## config.mk

```make
export PLATFORM = sky130hd
export DESIGN_NAME = gate_pattern_gen_flat
export DESIGN_NICKNAME = d
export VERILOG_FILES = /design/src/rtl/gate_pattern_gen_if.sv /design/src/rtl/gate_pattern_gen.sv /design/src/flat_wrapper.sv
export SDC_FILE = /design/constraint.sdc
export NUM_CORES = 1
export LEC_CHECK = 0
export CAP_MARGIN = 20
export CORE_MARGIN = 2
export CORE_UTILIZATION = 49
export CTS_CLUSTER_DIAMETER = 200
export CTS_CLUSTER_SIZE = 28
export DETAILED_ROUTE_END_ITERATION = 6
export PLACE_DENSITY = 0.76
export SLEW_MARGIN = 0
export SYNTH_ARGS = -nofsm -noshare
export SYNTH_HDL_FRONTEND = slang
export SYNTH_SLANG_ARGS = --single-unit
```

## constraint.sdc

```tcl
create_clock -name clk -period 1.7 [get_ports clk]
set_clock_uncertainty 0.15 [all_clocks]
set_input_delay 0.425 -clock clk [delete_from_list [all_inputs] [get_ports clk]]
set_output_delay 0.425 -clock clk [all_outputs]
set_load 0.05 [all_outputs]
```

## src/rtl/gate_pattern_gen_if.sv

```systemverilog
// Handshake and pattern bus between gate_pattern_gen and whatever drives/consumes it.
// Optional checker signals appear only when GATE_PAT_CHECK_EN is defined.
interface gate_pattern_gen_if #(
  parameter int WIDTH = 3
);
  logic             start;
  logic             mode;
  logic             pause;
  logic [WIDTH-1:0] pattern;
  logic             valid;
  logic             busy;
  logic             done;
  logic [WIDTH-1:0] step_idx;
`ifdef GATE_PAT_CHECK_EN
  logic             dut_y;
  logic [7:0]       err_cnt;
  logic             pass;

  modport master (
    output start, mode, pause, dut_y,
    input  pattern, valid, busy, done, step_idx, err_cnt, pass
  );

  modport slave (
    input  start, mode, pause, dut_y,
    output pattern, valid, busy, done, step_idx, err_cnt, pass
  );
`else
  modport master (
    output start, mode, pause,
    input  pattern, valid, busy, done, step_idx
  );

  modport slave (
    input  start, mode, pause,
    output pattern, valid, busy, done, step_idx
  );
`endif
endinterface

```

## src/rtl/gate_pattern_gen.sv

```systemverilog
// Exhaustive input-pattern sequencer for the 3-input NAND gate blocks.
// Steps through all 2**WIDTH input combinations in binary or Gray order,
// holding each for HOLD_CYCLES clocks, with start/busy/done handshake.
// Optional macro GATE_PAT_CHECK_EN adds a NAND response checker
// (dut_y input, err_cnt and pass outputs).
module gate_pattern_gen #(
  parameter int WIDTH       = 3,
  parameter int HOLD_CYCLES = 10
) (
  input  logic              clk,
  input  logic              rst,
  gate_pattern_gen_if.slave bus
);

  localparam int CW = $clog2(HOLD_CYCLES + 1);
  localparam logic [CW-1:0]    HOLD_LAST = CW'(HOLD_CYCLES - 1);
  localparam logic [WIDTH-1:0] STEP_LAST = '1;

  typedef enum logic [1:0] {
    IDLE,
    RUN,
    DONE
  } state_t;

  state_t           state, state_next;
  logic [CW-1:0]    hold_cnt, hold_next;
  logic [WIDTH-1:0] step_q, step_next;
  logic [WIDTH-1:0] pattern_q, pattern_next;
  logic             gray_q, gray_next;
  logic             valid_q, valid_next;
  logic             busy_q, busy_next;
  logic             done_q, done_next;
  logic             hold_end;

  function automatic logic [WIDTH-1:0] encode(input logic [WIDTH-1:0] idx,
                                              input logic gray);
    return gray ? (idx ^ (idx >> 1)) : idx;
  endfunction

  assign hold_end = (state == RUN) && !bus.pause && (hold_cnt == HOLD_LAST);

  // State register; reset aborts any sweep without producing done.
  always_ff @(posedge clk or posedge rst) begin
    if (rst) state <= IDLE;
    else     state <= state_next;
  end

  // Next-state: start only counts in IDLE, the last step's final hold ends the sweep.
  always_comb begin
    state_next = state;
    case (state)
      IDLE:    if (bus.start) state_next = RUN;
      RUN:     if (hold_end && (step_q == STEP_LAST)) state_next = DONE;
      DONE:    state_next = IDLE;
      default: state_next = IDLE;
    endcase
  end

  // Next values for the counters and registered outputs.
  always_comb begin
    hold_next    = hold_cnt;
    step_next    = step_q;
    pattern_next = pattern_q;
    gray_next    = gray_q;
    valid_next   = 1'b0;
    busy_next    = 1'b0;
    done_next    = 1'b0;
    case (state)
      IDLE: begin
        hold_next    = '0;
        step_next    = '0;
        pattern_next = '0;
        if (bus.start) begin
          gray_next  = bus.mode;
          valid_next = 1'b1;
          busy_next  = 1'b1;
        end
      end
      RUN: begin
        valid_next = 1'b1;
        busy_next  = 1'b1;
        if (!bus.pause) begin
          if (hold_cnt == HOLD_LAST) begin
            hold_next = '0;
            if (step_q != STEP_LAST) begin
              step_next    = step_q + 1'b1;
              pattern_next = encode(step_q + 1'b1, gray_q);
            end else begin
              step_next    = '0;
              pattern_next = '0;
              valid_next   = 1'b0;
              busy_next    = 1'b0;
              done_next    = 1'b1;
            end
          end else begin
            hold_next = hold_cnt + 1'b1;
          end
        end
      end
      default: begin
        hold_next    = '0;
        step_next    = '0;
        pattern_next = '0;
      end
    endcase
  end

  // Output and counter registers so every visible signal is glitch-free.
  always_ff @(posedge clk or posedge rst) begin
    if (rst) begin
      hold_cnt  <= '0;
      step_q    <= '0;
      pattern_q <= '0;
      gray_q    <= 1'b0;
      valid_q   <= 1'b0;
      busy_q    <= 1'b0;
      done_q    <= 1'b0;
    end else begin
      hold_cnt  <= hold_next;
      step_q    <= step_next;
      pattern_q <= pattern_next;
      gray_q    <= gray_next;
      valid_q   <= valid_next;
      busy_q    <= busy_next;
      done_q    <= done_next;
    end
  end

  assign bus.pattern  = pattern_q;
  assign bus.step_idx = step_q;
  assign bus.valid    = valid_q;
  assign bus.busy     = busy_q;
  assign bus.done     = done_q;

`ifdef GATE_PAT_CHECK_EN
  logic [7:0] err_q;
  logic       pass_q;

  // Compare the gate output against NAND on each step's final hold cycle; pass latched in DONE.
  always_ff @(posedge clk or posedge rst) begin
    if (rst) begin
      err_q  <= '0;
      pass_q <= 1'b0;
    end else begin
      if ((state == IDLE) && bus.start)
        err_q <= '0;
      else if (hold_end && (bus.dut_y != ~&pattern_q) && (err_q != 8'hFF))
        err_q <= err_q + 8'd1;
      if (state == DONE)
        pass_q <= (err_q == 8'd0);
    end
  end

  assign bus.err_cnt = err_q;
  assign bus.pass    = pass_q;
`endif

endmodule

```

## src/flat_wrapper.sv

```systemverilog
// flat-port wrapper written by rule: the top's interface ports become plain ports
module gate_pattern_gen_flat 
#(
  parameter int WIDTH       = 3,
  parameter int HOLD_CYCLES = 10
)
  (clk, rst, bus_start, bus_mode, bus_pause, bus_pattern, bus_valid, bus_busy, bus_done, bus_step_idx);
  gate_pattern_gen_if #(.WIDTH(WIDTH)) bus_i ();
  input  logic clk;
  input  logic rst;
  input wire logic [$bits(bus_i.start)-1:0] bus_start;
  input wire logic [$bits(bus_i.mode)-1:0] bus_mode;
  input wire logic [$bits(bus_i.pause)-1:0] bus_pause;
  output wire logic [$bits(bus_i.pattern)-1:0] bus_pattern;
  output wire logic [$bits(bus_i.valid)-1:0] bus_valid;
  output wire logic [$bits(bus_i.busy)-1:0] bus_busy;
  output wire logic [$bits(bus_i.done)-1:0] bus_done;
  output wire logic [$bits(bus_i.step_idx)-1:0] bus_step_idx;
  assign bus_i.start = bus_start;
  assign bus_i.mode = bus_mode;
  assign bus_i.pause = bus_pause;
  assign bus_pattern = bus_i.pattern;
  assign bus_valid = bus_i.valid;
  assign bus_busy = bus_i.busy;
  assign bus_done = bus_i.done;
  assign bus_step_idx = bus_i.step_idx;
  gate_pattern_gen #(.WIDTH(WIDTH), .HOLD_CYCLES(HOLD_CYCLES)) u_core (.clk(clk), .rst(rst), .bus(bus_i));
endmodule
```

==> results by group, run 1 <==
GRT
  – Largest net degree at the start of global routing: 15
  – Vias in the first global route: 510
  – Remaining global-route overflow: 0
  – Gr usage total: 0.180
  – Initial antenna violation count: 0
  – First-pass GRT wire length: 2400 um

STA
  – WHS: 0.281 ns
  – Max-slew headroom: 0.817
  – Max-slew violations: 0
  – Fin crit share: 0.960
  – Setup WS post-layout: 0.0686 ns
  – Min cycle time layout: 1.63 ns
  – F_max: 613 MHz
  – Setup violations, final: 0
  – Final Hold Fails: 0
  – Slew @ Worst Pin: 0.274 ns

Synthesis
  – Sequential-to-total area share from yosys stat: 0.476
  – Syn Area/Cell: 10.8 um2
  – Cells after Synth: 68
  – Syn Nets: 77
  – Synth warn: 0
  – Yosys reg bits: 14
  – Netlist Area Pre-Place: 736 um2
  – Synth unique cells: 25

Route
  – DR WL/cell: 13.0 um
  – Final WL: 1380 um
  – Antenna Nets Post-Route: 0
  – Via density: 5.47
  – Via count: 580
  – DRC viols: 0
  – Pre-Repair DR Iteration Count: 4
  – DRT iter0 DRCs: 10

Layout
  – Share of layout cells above drive strength 1: 0.330
  – Cell Count, Final, Fillers Out: 106
  – Final core occ: 0.779
  – Antenna diodes: 0
  – # nets final: 101
  – Synthesis-to-finish area growth: 43.0%

Setup path
  – Worst EP arrival: 1.68 ns
  – Nature of the critical path endpoint: flip-flop
  – Crit path kind: reg -> reg
  – Capture point of the worst path: u_core.bus.pattern[0]$_DFFE_PP0P_
  – Flop2flop setup slack: 0.07 ns
  – CP Launch Type: flip-flop
  – Worst setup path startpoint: u_core.hold_cnt[1]$_DFFE_PP0P_
  – Reg-to-reg startpoint: u_core.hold_cnt[1]$_DFFE_PP0P_
  – Worst-path fanout max: 5
  – Register-to-Register Path Depth: 5
  – Crit path required time: 1.75 ns
  – Reg2reg end: u_core.bus.pattern[0]$_DFFE_PP0P_

Placed design
  – Routability Congestion: 0.764
  – IO buf count: 13
  – Dpl cells: 102
  – Hpwl dp: 1080 um
  – Worst slack, placed: -0.193 ns

Min path
  – Hold Crit Class: in -> async

Floorplan
  – IO Pins: 14
  – Num rows: 13
  – Core box area: 1350 um2
  – Area of the die: 1830 um2
  – Die Span Y: 42.8 um
  – Die W: 42.8 um
  – Initial core utilization: 0.545

Power
  – LEAKAGE: 0.000485 uW
  – PwrDens: 1400 nW/um2
  – Max VDD drop: 0.788 mV

Clock tree
  – TritonCTS buffer count: 3
  – Post-cts resize count: 0
  – Longest Clk Path Bufs: 2
  – Post-CTS setup buffers: 0
  – Hold_buf cts: 0
  – H-tree lvl count: 1
  – CTS tree: done
  – CTS root buffer: clkbuf_4
  – Worst-skew pair later-pin latency: 0.27 ns
  – Clock sink total: 14
  – Clk slew on worst S/H paths: 0.08 ns

Flow run
  – Max_cap viols: 0

Outcome
  – Outcome: finished, final reports clean
==> logic make-up (layout without fill, tap and decap cells) <==
logic type	count (synthesis)	after routing	synth area share
fa+ha+maj	4	4	0.0680
mux	2	2	0.0306
compound gates	13	13	0.107
flops	14	14	0.476
buf+inv	5	28	0.0459
xor+xnor	2	2	0.0238
simple gates	28	28	0.248
==> through the flow <==
| step | total power, uW | area, um2 | setup TNS, ns |
|---|---|---|---|
| 4_1_cts | 1480 | 1040 | 0 |
| 3_3_place_gp | 1260 | 1020 | -0.803 |
| 6_report | 1470 | 1050 | 0 |
| 5_1_grt | 1570 | 1050 | -0.00578 |
| 2_1_floorplan | 940 | 738 | 0 |
| 3_5_place_dp | 1280 | 1020 | -1.37 |
==> registers in the layout (all words and copies together), names as in the netlist <==
register / flops
u_core.hold_cnt: 4
u_core.bus.pattern: 3
u_core.bus.step_idx: 2
u_core.state: 2
u_core.bus.done: 1
u_core.bus.valid: 1
u_core.gray_q: 1
==> cell type report <==
cell class | instances | area [um2]
multi-input cells | 49 | 359
inverters | 2 | 7.51
fillers | 86 | 298
clock buffers | 4 | 26.3
flip-flops and latches | 14 | 353
repair buffers | 22 | 288
well taps | 15 | 18.8
==> power breakdown <==
group | switching [uW] | internal [uW] | total, uW
registers | 116 | 425 | 541
logic | 358 | 387 | 745
clock network | 97.8 | 90.9 | 189
total | 571 | 904 | 1470
==> synthesized netlist by cell type <==
library cell | n | area [um2]
dfrtp_1 | 14 | 350
nand2_1 | 10 | 37.5
a21oi_1 | 7 | 35.0
nor2_1 | 5 | 18.8
ha_1 | 4 | 50.1
or3_1 | 4 | 25.0
a311oi_1 | 2 | 17.5
buf_4 | 2 | 15.0
inv_1 | 2 | 7.51
mux2_2 | 2 | 22.5
o21ai_0 | 2 | 10.0
a21boi_0 | 1 | 7.51
and2b_2 | 1 | 8.76
and3b_1 | 1 | 8.76
and4bb_2 | 1 | 12.5
and4bb_4 | 1 | 16.3
buf_6 | 1 | 11.3
nand2b_1 | 1 | 6.26
nand3b_1 | 1 | 7.51
nand4bb_4 | 1 | 27.5
nor3_1 | 1 | 5.00
o41ai_1 | 1 | 8.76
or3b_1 | 1 | 8.76
xnor2_1 | 1 | 8.76
xor2_1 | 1 | 8.76
==> worst max-delay path, cell delays in order, from the launching register on <==
cell       delay, ns
dfrtp_1         0.42
inv_1           0.07
ha_1            0.26
nand4bb_4       0.15
or3_1           0.37
a21oi_1         0.15
==> worst min path at each step <==
stage                                     start                           endpoint  slack, ns
detailed placement  u_core.state[1]$_DFFE_PP0P_         u_core.bus.valid$_DFF_PP0_       0.31
finish                                      rst  u_core.bus.pattern[2]$_DFFE_PP0P_       0.28
global placement    u_core.state[1]$_DFFE_PP0P_         u_core.bus.valid$_DFF_PP0_       0.31
CTS                                         rst     u_core.hold_cnt[3]$_DFFE_PP0P_       0.28
global route                                rst  u_core.bus.pattern[2]$_DFFE_PP0P_       0.29
floorplan                                   rst          u_core.bus.done$_DFF_PP0_       0.16
==> layout by cell type (no fill, tap or decap), drive strengths merged <==
master and count:
a21boi 1, a21oi 7, a311oi 2, and2b 1, and3b 1, and4bb 2, buf 18, clkbuf 4
clkdlybuf4s50 4, dfrtp 14, ha 4, inv 2, mux2 2, nand2 10, nand2b 1, nand3b 1
nand4bb 1, nor2 5, nor3 1, o21ai 2, o41ai 1, or3 4, or3b 1, xnor2 1
xor2 1
==> per-layer routing <==
metal / share of wire / vias to the layer above / routed length, um / global-route usage
li1: - / 285 / - / -
met1: 0.45 / 283 / 619 / 0.243
met2: 0.52 / 12 / 711 / 0.258
met3: 0.033 / 0 / 46 / 0.0681
met4: 0 / 0 / 0 / 0.0750
met5: 0 / - / 0 / 0
Note: power is estimated with default switching activity, not from simulation.
==> run 2: changes to the inputs <==
--- a/config.mk
+++ b/config.mk
@@ -5,13 +5,13 @@
 export SDC_FILE = /design/constraint.sdc
 export NUM_CORES = 1
 export LEC_CHECK = 0
-export CAP_MARGIN = 20
+export ABC_AREA = 1
 export CORE_MARGIN = 2
 export CORE_UTILIZATION = 49
 export CTS_CLUSTER_DIAMETER = 200
 export CTS_CLUSTER_SIZE = 28
 export DETAILED_ROUTE_END_ITERATION = 6
-export PLACE_DENSITY = 0.76
+export PLACE_DENSITY = 0.75
 export SLEW_MARGIN = 0
 export SYNTH_ARGS = -nofsm -noshare
 export SYNTH_HDL_FRONTEND = slang
==> run 2 against run 1 <==
Against the previous run:
- worst setup slack improved by 0.086 ns
- clock-buffer cell count did not move
- area after synthesis is 4.9% higher
- first-iteration DRC count up 50%
- global-route usage fell by 0.83 points
- largest cell class is now registers
- largest power group unchanged
- sequential power decreased by 4.1%
==> results by group, run 2 <==
Outcome
  – Outcome: finished, final reports clean

Route
  – Final WL: 1440 um (+4.9%)
  – DRC viols: 0 (unchanged)
  – DR WL/cell: 11.1 um (-14%)
  – Via density: 4.96 (-9.3%)
  – Antenna Nets Post-Route: 0 (unchanged)
  – DRT iter0 DRCs: 15 (+5)
  – Pre-Repair DR Iteration Count: 4 (unchanged)
  – Via count: 645 (+11%)

Synthesis
  – Synth top cells by count: nand2_1 (33), dfrtp_1 (14), inv_1 (12), nor2_1 (6), nand4_1 (5)
  – Synth warn: 0 (unchanged)
  – Post-synth top area share: 0.454 (-0.0224)
  – Cells after Synth: 95 (+40%)
  – Top cells by area, synth: dfrtp_1 (45%), nand2_1 (16%), ha_1 (6.5%), inv_1 (5.8%), nand4_1 (4.1%)
  – Count leader, synth: nand2_1
  – Syn Area/Cell: 8.13 um2 (-25%)
  – Async set or reset register ratio after synthesis: 1.00 (unchanged)
  – Synth Flop Type: dfrtp_1
  – Yosys reg bits: 14 (unchanged)
  – Synth unique cells: 16 (-36%)
  – Netlist Area Pre-Place: 772 um2 (+4.9%)
  – Post-synth top area cell: dfrtp_1
  – Sequential-to-total area share from yosys stat: 0.454 (-0.0224)
  – Post-synth EDFFs: 0 (unchanged)
  – Syn Nets: 104 (+35%)

Setup path
  – Slowest library cell on the worst path: dfrtp_1
  – Crit path kind: reg -> out
  – Slowest stage delay, CP: 0.40 ns (-0.02 ns)
  – Crit-path cells: buf_4, buf_12
  – CP Launch Type: flip-flop
  – Nature of the critical path endpoint: output pin
  – Worst EP arrival: 0.97 ns (-0.71 ns)
  – Worst-path fanout max: 3 (-2)
  – Flop2flop setup slack: 0.23 ns (+0.16 ns)
  – Worst path top cell family by delay: flip-flops
  – Crit path required time: 1.12 ns (-0.63 ns)
  – Buf+Inv Stages, Crit Path: 2 (+1)

Layout
  – Commonest non-fill, non-tap cells in the layout: nand2_1 (33), dfrtp_1 (14), inv_1 (12), buf_12 (9), nor2_1 (6)
  – # nets final: 124 (+23%)
  – Antenna diodes: 0 (unchanged)
  – Cell Count, Final, Fillers Out: 130 (+23%)
  – Commonest non-fill, non-tap cell in the layout: nand2_1
  – Max reg flops: 4 (unchanged)
  – Reg with most FFs: u_core.hold_cnt
  – Share of layout cells above drive strength 1: 0.246 (-0.0841)
  – Synthesis-to-finish area growth: 37.8%

Clock tree
  – TritonCTS buffer count: 3 (unchanged)
  – Post-cts resize count: 0 (unchanged)
  – CTS tree: done
  – Clk slew on worst S/H paths: 0.08 ns (about the same)
  – H-tree lvl count: 1 (unchanged)
  – Post-CTS setup buffers: 0 (unchanged)
  – CTS root buffer: clkbuf_4
  – Worst-skew pair later-pin latency: 0.28 ns (about the same)
  – Hold_buf cts: 0 (unchanged)
  – Clock sink total: 14 (unchanged)
  – Longest Clk Path Bufs: 2 (unchanged)

Power
  – PwrDens: 1290 nW/um2 (-7.9%)
  – Max VDD drop: 1.07 mV (+36%)
  – LEAKAGE: 0.000574 uW (+18%)

GRT
  – First-pass GRT wire length: 2410 um (+0.29%)
  – Initial antenna violation count: 0 (unchanged)
  – Vias in the first global route: 576 (+13%)
  – Remaining global-route overflow: 0 (unchanged)
  – Largest net degree at the start of global routing: 15 (unchanged)
  – Gr usage total: 0.172 (-0.00827)

Placed design
  – Worst slack, placed: 0.145 ns (+0.338 ns)
  – Hpwl dp: 1100 um (+2.3%)
  – IO buf count: 13 (unchanged)
  – Dpl cells: 126 (+24%)
  – Routability Congestion: 0.828 (+8.4%)

STA
  – F_max: 647 MHz (+5.5%)
  – Setup TNS: 0 ns (unchanged)
  – Final Hold Fails: 0 (unchanged)
  – Max-slew headroom: 0.822 (+0.00456)
  – Fin crit share: 0.909 (-0.0504)
  – RSZ-0062 raised after global routing: no
  – Setup violations, final: 0 (unchanged)
  – Min cycle time layout: 1.55 ns (-0.0857 ns)
  – Max-slew violations: 0 (unchanged)
  – Setup WS post-layout: 0.154 ns (+0.0857 ns)
  – Slew @ Worst Pin: 0.267 ns (-0.00684 ns)

Floorplan
  – IO Pins: 14 (unchanged)
  – Die Span Y: 43.7 um (+2.2%)
  – Die W: 43.7 um (+2.2%)
  – Area of the die: 1910 um2 (+4.4%)
  – Initial core utilization: 0.518 (-0.0265)
  – Core box area: 1490 um2 (+10%)
  – Num rows: 14 (+1)

Min path
  – Hold Crit Class: in -> async

Flow run
  – Max_cap viols: 0 (unchanged)
-- run 2: report_power, final --
part | total [uW] | internal (uW) | leakage [uW] | switching [uW]
logic | 619 | 281 | 0.000375 | 339
registers | 519 | 418 | 0.000178 | 101
clock network | 234 | 130 | 0.0000210 | 104
-- run 2: area by class of cell --
cell class,count,area [um2]
fillers,116,425
repair buffers,17,250
clock buffers,4,36.3
flip-flops and latches,14,350
multi-input cells,64,350
well taps,16,20.0
inverters,15,56.3
-- run 2: tightest hold or removal path: stages --
cell and delay (ns):
clkdlybuf4s50_1 0.39, inv_1 0.05, buf_4 0.21
-- run 2: metrics by stage --
step	instance area (um2)	total power (uW)	hold slack, ns	util
2_1_floorplan	772	863	0.164	-
3_3_place_gp	1030	1140	0.386	0.690
3_5_place_dp	1030	1150	0.380	0.690
4_1_cts	1060	1390	0.286	0.714
5_1_grt	1060	1460	0.316	0.714
6_report	1060	1370	0.287	0.714
-- run 2: final timing paths --
path,from,to,cells after the start
worst max-delay path,u_core.bus.step_idx[1]$_DFFE_PP0P_,bus_step_idx[1],2
worst min-delay path,rst,u_core.hold_cnt[2]$_DFFE_PP0P_,3
worst max register to register,u_core.bus.step_idx[0]$_DFFE_PP0P_,u_core.bus.pattern[1]$_DFFE_PP0P_,8
worst min register to register,u_core.state[0]$_DFFE_PP0P_,u_core.state[1]$_DFFE_PP0P_,2
max in group asynchronous,rst,u_core.bus.step_idx[0]$_DFFE_PP0P_,3
min in group clk,u_core.state[0]$_DFFE_PP0P_,u_core.state[1]$_DFFE_PP0P_,2
-- run 2: cell families (layout without fill, tap and decap cells) --
logic type,Yosys count,count (layout),synth area share
buffers and inverters,17,36,0.0924
and+or+nand+nor,55,55,0.353
DFF,14,14,0.454
AOI/OAI and AO/OA,5,5,0.0357
adders and majority gates,4,4,0.0648
-- run 2: per-layer routing --
layer	GRT usage	vias up	wire [um]
met5	0	-	0
met2	0.271	14	704
li1	-	333	-
met3	0.0417	2	63
met4	0.0727	0	5
met1	0.227	296	671
==> run 3: changes to the inputs <==
--- a/config.mk
+++ b/config.mk
@@ -12,7 +12,8 @@
 export CTS_CLUSTER_SIZE = 28
 export DETAILED_ROUTE_END_ITERATION = 6
 export PLACE_DENSITY = 0.75
-export SLEW_MARGIN = 0
+export SETUP_SLACK_MARGIN = 0.4
+export SLEW_MARGIN = 40
 export SYNTH_ARGS = -nofsm -noshare
 export SYNTH_HDL_FRONTEND = slang
 export SYNTH_SLANG_ARGS = --single-unit
==> run 3 against run 2 <==
Against the previous run:
- clock-buffer cell count down 1
- highest routed layer unchanged
- non-clock buffer count is 5 higher
- combinational power is 28% higher
- global-route usage rose by 4.2 points
- critical path type unchanged
- critical endpoint is now bus_pattern[2]
==> results by group, run 3 (same netlist as run 2, synthesis figures left out) <==
Floorplan
  – IO Pins: 14 (unchanged)
  – Core box area: 1490 um2 (unchanged)
  – Area of the die: 1910 um2 (unchanged)
  – Die Span Y: 43.7 um (unchanged)
  – Num rows: 14 (unchanged)
  – Die W: 43.7 um (unchanged)
  – Initial core utilization: 0.518 (unchanged)

Clock tree
  – Hold_buf cts: 0 (unchanged)
  – TritonCTS buffer count: 3 (unchanged)
  – Longest Clk Path Bufs: 2 (unchanged)
  – H-tree lvl count: 1 (unchanged)
  – Worst-skew pair later-pin latency: 0.27 ns (about the same)
  – Clk slew on worst S/H paths: 0.08 ns (about the same)
  – CTS tree: done
  – Clock sink total: 14 (unchanged)
  – CTS root buffer: clkbuf_4

Layout
  – Share of layout cells above drive strength 1: 0.449 (+0.204)
  – Max reg flops: 4 (unchanged)
  – Reg with most FFs: u_core.hold_cnt
  – Synthesis-to-finish area growth: 56.1%
  – Commonest non-fill, non-tap cells in the layout: nand2_1 (30), dfrtp_1 (10), buf_12 (9), inv_2 (7), inv_1 (7)
  – # nets final: 129 (+4.0%)
  – Antenna diodes: 0 (unchanged)
  – Fillers: 85 (-27%)
  – Commonest non-fill, non-tap cell in the layout: nand2_1

GRT
  – Initial antenna violation count: 0 (unchanged)
  – Largest net degree at the start of global routing: 15 (unchanged)
  – Vias in the first global route: 693 (+20%)
  – First-pass GRT wire length: 3020 um (+25%)
  – Remaining global-route overflow: 0 (unchanged)
  – Gr usage total: 0.214 (+0.0417)

Setup path
  – Worst path top cell family by delay: flip-flops
  – Buf+Inv Stages, Crit Path: 1 (-1)
  – Worst EP arrival: 0.90 ns (-0.07 ns)
  – Worst-path fanout max: 3 (unchanged)
  – Register-to-Register Path Depth: 8 (unchanged)
  – Crit path required time: 1.12 ns (about the same)
  – Nature of the critical path endpoint: output pin
  – Crit path kind: reg -> out
  – Flop2flop setup slack: 0.24 ns (about the same)
  – Slowest stage delay, CP: 0.46 ns (+0.06 ns)
  – Logic depth of the worst path, buffers included: 1 (-1)
  – Crit-path cells: buf_12
  – CP Launch Type: flip-flop
  – Slowest library cell on the worst path: dfrtp_2

Route
  – DRC viols: 0 (unchanged)
  – DR WL/cell: 15.6 um (+40%)
  – Pre-Repair DR Iteration Count: 4 (unchanged)
  – Final WL: 2090 um (+44%)
  – Antenna Nets Post-Route: 0 (unchanged)
  – Via density: 5.27 (+6.2%)
  – DRT iter0 DRCs: 8 (-7)
  – Via count: 706 (+9.5%)

STA
  – Fin crit share: 0.869 (-0.0399)
  – WHS: 0.292 ns (+0.00498 ns)
  – Max-slew headroom: 0.845 (+0.0231)
  – RSZ-0062 raised after global routing: yes
  – Min cycle time layout: 1.48 ns (-0.0678 ns)
  – Slew @ Worst Pin: 0.232 ns (-0.0350 ns)
  – F_max: 677 MHz (+4.6%)
  – Setup violations, final: 0 (unchanged)
  – Setup TNS: 0 ns (unchanged)
  – Max-slew violations: 0 (unchanged)
  – Final Hold Fails: 0 (unchanged)

Power
  – Max VDD drop: 0.833 mV (-22%)
  – LEAKAGE: 0.000602 uW (+5.0%)
  – Final total power: 1510 uW (+10%)
  – PwrDens: 1250 nW/um2 (-2.9%)

Min path
  – Hold Crit Class: in -> async

Placed design
  – Routability Congestion: 0.895 (+8.1%)
  – IO buf count: 13 (unchanged)
  – Hpwl dp: 1140 um (+3.4%)

Outcome
  – Outcome: finished, final reports clean

Flow run
  – Max_cap viols: 0 (unchanged)
run 3: final timing paths:
| path | startpoint | end |
|---|---|---|
| max | u_core.bus.pattern[2]$_DFFE_PP0P_ | bus_pattern[2] |
| min | rst | u_core.hold_cnt[2]$_DFFE_PP0P_ |
| max reg2reg | u_core.bus.step_idx[0]$_DFFE_PP0P_ | u_core.bus.pattern[1]$_DFFE_PP0P_ |
| min reg2reg | u_core.bus.pattern[1]$_DFFE_PP0P_ | u_core.bus.pattern[1]$_DFFE_PP0P_ |
| max in group asynchronous | rst | u_core.bus.step_idx[1]$_DFFE_PP0P_ |
| min in group clk | u_core.bus.pattern[1]$_DFFE_PP0P_ | u_core.bus.pattern[1]$_DFFE_PP0P_ |
run 3: layer usage:
metal,GRT usage,vias up,share of wire
li1,-,346,-
met1,0.276,332,0.41
met2,0.356,22,0.52
met3,0.0708,6,0.045
met4,0.0364,0,0.029
met5,0,-,0
run 3: what timing repair did:
action / in CTS / in global routing
buffers inserted: 6 / 2
pin swaps: 4 / 9
endpoints found under the setup margin: 19 / 22
gates resized for setup: 4 / 21
run 3: power by group:
part	total (uW)	internal, uW	switching (uW)
Combinational	792	368	424
Clock	177	82.0	95.2
Sequential	540	421	119
run 3: final cells by class:
cell class / instances / area [um2] / area share
Multi-Input combinational cell: 64 / 447 / 0.371
Inverter: 15 / 58.8 / 0.0488
Clock buffer: 3 / 22.5 / 0.0187
Tap cell: 16 / 20.0 / 0.0166
Timing Repair Buffer: 22 / 302 / 0.250
Sequential cell: 14 / 355 / 0.295
run 3: through the flow:
stage / instances / setup WS (ns) / area [um2] / util
after floorplan: 95 / 0.197 / 806 / -
after global placement: 123 / 0.0879 / 1030 / 0.695
after detailed placement: 123 / 0.0616 / 1030 / 0.695
after CTS: 132 / 0.229 / 1110 / 0.747
after global routing: 134 / 0.139 / 1200 / 0.809
final: 134 / 0.222 / 1200 / 0.809
